--- src/rtl/fifo_uart_tx.sv ---
// rtl/fifo_uart_tx.sv - FIFO-drain UART transmitter: pops a byte, sends start/8 data/[parity]/stop bits on txd.
// Optional even-parity bit after data bit 7 when UART_PARITY_EN is defined.
module fifo_uart_tx #(
   parameter int CLKS_PER_BIT = 16,
   parameter int STOP_BITS    = 1
) (
   input  logic       clk,
   input  logic       rst,
   input  logic [7:0] fifo_data,
   input  logic       fifo_empty,
   output logic       fifo_rd_en,
   input  logic       tx_en,
   output logic       txd,
   output logic       busy,
   output logic       tx_done
);

   localparam int CW = (CLKS_PER_BIT > 1) ? $clog2(CLKS_PER_BIT) : 1;
   localparam logic [CW-1:0] CNT_MAX   = CW'(CLKS_PER_BIT - 1);
   localparam logic [2:0]    STOP_LAST = 3'(STOP_BITS - 1);

`ifdef UART_PARITY_EN
   typedef enum logic [2:0] {IDLE, FETCH, LOAD, START, DATA, PARITY, STOP} state_t;
`else
   typedef enum logic [2:0] {IDLE, FETCH, LOAD, START, DATA, STOP} state_t;
`endif

   state_t          state_q, state_d;
   logic [CW-1:0]   cnt_q;
   logic [2:0]      bit_idx_q;
   logic [7:0]      shreg_q;
   logic            txd_q;
   logic            bit_end;
`ifdef UART_PARITY_EN
   logic            parity_q;
`endif

   assign bit_end = (cnt_q == CNT_MAX);
   assign txd     = txd_q;
   assign busy    = (state_q != IDLE);

   always_comb begin
      state_d    = state_q;
      fifo_rd_en = 1'b0;
      tx_done    = 1'b0;
      case (state_q)
         IDLE:  if (tx_en && !fifo_empty) state_d = FETCH;
         FETCH: begin
            fifo_rd_en = 1'b1;
            state_d    = LOAD;
         end
         LOAD:  state_d = START;
         START: if (bit_end) state_d = DATA;
         DATA: begin
`ifdef UART_PARITY_EN
            if (bit_end && bit_idx_q == 3'd7) state_d = PARITY;
`else
            if (bit_end && bit_idx_q == 3'd7) state_d = STOP;
`endif
         end
`ifdef UART_PARITY_EN
         PARITY: if (bit_end) state_d = STOP;
`endif
         STOP: begin
            if (bit_end && bit_idx_q == STOP_LAST) begin
               state_d = IDLE;
               tx_done = 1'b1;
            end
         end
         default: state_d = IDLE;
      endcase
   end

   // txd is loaded one bit ahead so it changes exactly on bit boundaries
   always_ff @(posedge clk) begin
      if (rst) begin
         state_q   <= IDLE;
         cnt_q     <= '0;
         bit_idx_q <= '0;
         shreg_q   <= '0;
         txd_q     <= 1'b1;
`ifdef UART_PARITY_EN
         parity_q  <= 1'b0;
`endif
      end else begin
         state_q <= state_d;
         case (state_q)
            LOAD: begin
               shreg_q   <= fifo_data;
               cnt_q     <= '0;
               bit_idx_q <= '0;
               txd_q     <= 1'b0;
`ifdef UART_PARITY_EN
               parity_q  <= ^fifo_data;
`endif
            end
            START: begin
               if (bit_end) begin
                  cnt_q <= '0;
                  txd_q <= shreg_q[0];
               end else begin
                  cnt_q <= cnt_q + 1'b1;
               end
            end
            DATA: begin
               if (bit_end) begin
                  cnt_q <= '0;
                  if (bit_idx_q == 3'd7) begin
                     bit_idx_q <= '0;
`ifdef UART_PARITY_EN
                     txd_q     <= parity_q;
`else
                     txd_q     <= 1'b1;
`endif
                  end else begin
                     bit_idx_q <= bit_idx_q + 1'b1;
                     shreg_q   <= shreg_q >> 1;
                     txd_q     <= shreg_q[1];
                  end
               end else begin
                  cnt_q <= cnt_q + 1'b1;
               end
            end
`ifdef UART_PARITY_EN
            PARITY: begin
               if (bit_end) begin
                  cnt_q <= '0;
                  txd_q <= 1'b1;
               end else begin
                  cnt_q <= cnt_q + 1'b1;
               end
            end
`endif
            STOP: begin
               if (bit_end) begin
                  cnt_q     <= '0;
                  bit_idx_q <= (bit_idx_q == STOP_LAST) ? 3'd0 : bit_idx_q + 1'b1;
               end else begin
                  cnt_q <= cnt_q + 1'b1;
               end
            end
            default: begin
               cnt_q <= '0;
               txd_q <= 1'b1;
            end
         endcase
      end
   end

endmodule
--- config.mk ---
export PLATFORM = sky130hd
export DESIGN_NAME = fifo_uart_tx
export DESIGN_NICKNAME = d
export VERILOG_FILES = /design/src/rtl/fifo_uart_tx.sv
export SDC_FILE = /design/constraint.sdc
export NUM_CORES = 1
export LEC_CHECK = 0
export ABC_AREA = 0
export CAP_MARGIN = 20
export CORE_MARGIN = 2
export CORE_UTILIZATION = 29
export CTS_BUF_LIST = sky130_fd_sc_hd__clkbuf_8 sky130_fd_sc_hd__clkbuf_16
export DETAILED_ROUTE_END_ITERATION = 16
export GPL_TIMING_DRIVEN = 0
export HOLD_SLACK_MARGIN = 0.08
export PLACE_DENSITY = 0.61
export SLEW_MARGIN = 10
export SYNTH_ARGS = -nofsm -noshare
export SYNTH_HDL_FRONTEND = slang
export SYNTH_SLANG_ARGS = --single-unit
--- constraint.sdc ---
create_clock -name clk -period 1.5 [get_ports clk]
set_input_delay 0.15 -clock clk [delete_from_list [all_inputs] [get_ports clk]]
set_output_delay 0.15 -clock clk [all_outputs]
set_load 0.02 [all_outputs]
==> flow_summary.toml <==
[finish]
n_antenna_cell = 0
stdcell_count = 200
multi_input_area_sq_um = 764
final_cell_area_sq_um = 1590
fin_nets = 171
drive_above_1_share_pct = 35.7
final_cell_mix = "buf_4 (14), dfxtp_1 (13), a21oi_1 (11), clkdlybuf4s50_1 (11), nand2_1 (9)"
fillerInstances = 341
area_growth_pct = 50.4
final_common_cell = "buf_4"
final_core_util_pct = 46.4
seqCellArea_sq_um = 393

[yosys]
ys_seq_area_share_pct = 36.1
netlist_area_sq_um = 1050
ys_seq_elements = 19
synth_area_leaders = "dfxtp_1 (36%), a21oi_1 (6.6%), mux2i_1 (6.6%), a211oi_1 (5.0%), ha_1 (4.7%)"
synth_top_area_share_pct = 36.1
synthCells = 123
syn-num-nets = 139
ys_types = 38
syn_area_per_cell_sq_um = 8.58
ys_warn_count = 0
yosys.area.top_type = "dfxtp_1"

[sta]
worst_pin_slew_ps = 567
finalHoldViolCount = 0
hold_ws_ps = 295
rsz0062_at_grt = "true"
finalWorstSetupSlack_ps = -19.8
fin_skew_ps = 5.88
slew_headroom_pct = 62.2
finalCritPeriodShare_pct = 101
setup_tns_ps = -19.8
finalSetupViolations = 1
maxSlewViolCount = 0
layout_min_cycle_time_ps = 1520
fmax_mhz = 658

[outcome]
outcome = "finished, violations left"
violations = "setup timing"

[critical_path]
worstRegToRegCells = 6
arrival_ps = 1370
cp_max_fo = 3
crit_start = "cnt_q[0]"
r2r-start = "state_q[1]"
r2r_setup_slack_ps = 10
crit_type = "reg2out"
crit_path_end_kind = "output pin"
worstPathRequired_ps = 1350
start_kind = "flip-flop"
r2r_end = "shreg_q[5]"

[hold_path]
hp-class = "in2reg"
min_to = "state_q[2]"
hold_start = "rst"
hold_depth = 2

[cts]
clock_sinks = 19
cts_buffer_depth = 2
clk_latency_ps = 260
h-tree-depth = 1
clkTransAtPathRegs_ps = 70
cts-root-buf = "clkbuf_8"
cts_tree = "built"
cts_buffers = 3
cts_hold_buf = 0

[routing]
remaining_drc_errors = 0
routedWlPerCell_um = 13.8
drtAntennaViolNets = 0
drt_wl_total_um = 2760
vias_per_cell = 5.01
drtIter0Drc = 93
firstDrtPassIters = 4
vias = 1002

[global_routing]
busiest_layer = "met2"
grt_usage_pct = 13.8
grt-ovfl-total = 0
gr-usage-met1_pct = 18.3
grt_pass1_wl_um = 4580
antenna_found_initial = 0
grt_max_degree = 11
grt_pass1_vias = 990
grtUsageMet3_pct = 3.87
met2_usage_pct = 21.9

[power_and_ir_drop]
ir_drop_uv = 652
power_switching_uw = 613
seqPwrFrac_pct = 37.2
leakagePower_nw = 0.591
power_frac_comb_pct = 42.6
clockPowerShare_pct = 20.3
internal_power_mw = 1.12
power_density_nw_per_um2 = 1090
total_power_mw = 1.74
p_sw_share_pct = 35.3

[flow_run]
drv_cap = 0

[die]
core_area_sq_um = 3420
ios = 16
dieHeight_um = 64.3
initial_utilization_pct = 30.9
rows = 21
die_w_um = 64.3
die_area_sq_um = 4140

[placed_design]
port_buffers = 14
hpwl_um = 1780
dpl.cell_count = 183
gp_congestion = 0.829
place_area_sq_um = 1250
pre_cts_ws_ps = -531
per-layer routing:
metal / up-vias / wire, um / part of all wire [%]
met5: - / 0 / 0
met4: 0 / 18 / 0.65
met3: 2 / 95 / 3.4
met2: 15 / 1360 / 49
met1: 480 / 1290 / 47
li1: 505 / - / -
cells in the mapped netlist (all sizes together):
master / number
nor4: 1
a2111oi: 1
clkbuf: 3
o31ai: 1
nand4b: 1
o32ai: 1
nand3b: 2
dfxtp: 19
a311oi: 1
nand2b: 3
nor2: 8
o211ai: 1
buf: 5
ha: 4
nand2: 9
o211a: 1
a221oi: 1
mux2i: 7
or3: 1
and3: 3
a31oi: 1
xor2: 2
or2b: 1
o32a: 1
inv: 4
nor3: 1
nor3b: 1
nor2b: 4
a211oi: 7
clkinv: 1
a21oi: 15
nand3: 5
o21ai: 4
and2: 3
kinds of logic after synthesis:
group                    after synthesis  synth area share, %
XOR/XNOR                               2                 1.66
AO/OA/AOI/OAI                         35                 22.9
multiplexers                           7                 6.64
buffers and inverters                 13                 6.29
adder cells (fa/ha/maj)                4                 4.75
flip-flops                            19                 36.1
AND/OR/NAND/NOR                       43                 21.7
final cells by class:
cell class | instances | share of cell area (%)
multi-input cells | 91 | 48.2
clock buffers | 3 | 2.60
plain buffers | 7 | 3.39
inverters | 5 | 1.26
clock inverters | 1 | 0.237
well taps | 46 | 3.63
repair buffers | 28 | 15.9
flip-flops and latches | 19 | 24.8
flip-flops by register name (all words and copies together), names as in the netlist:
name and count:
shreg_q 8, cnt_q 4, bit_idx_q 3, state_q 3
txd 1
worst max-delay path: stages, from the launching register on:
cell	delay, ps
dfxtp_2	360
ha_4	160
and3_4	200
buf_6	100
nand3_4	80
nor2_4	100
buf_6	120
worst max-delay path by stage:
| stage | to | slack, ps |
|---|---|---|
| 2_1_floorplan | shreg_q[7] | 6 |
| 3_3_place_gp | tx_done | -530 |
| 3_5_place_dp | tx_done | -530 |
| 4_1_cts | tx_done | -40 |
| 5_1_grt | tx_done | -80 |
| 6_report | tx_done | -20 |
power groups by stage:
stage / combinational [mW] / clock, mW / sequential (mW)
floorplan: 0.403 / 0 / 0.628
global placement: 0.554 / 0 / 0.634
detailed placement: 0.566 / 0 / 0.634
CTS: 0.595 / 0.362 / 0.634
global route: 0.806 / 0.382 / 0.653
finish: 0.739 / 0.352 / 0.645
what timing repair did:
item / in CTS / in global routing
setup endpoints to repair: 14 / 13
pin swaps: 6 / 13
gates resized for setup: 40 / 25
buffers inserted: 8 / 6
hold endpoints to repair: 0 / 0
No activity file was read; power rests on OpenSTA's default activity.
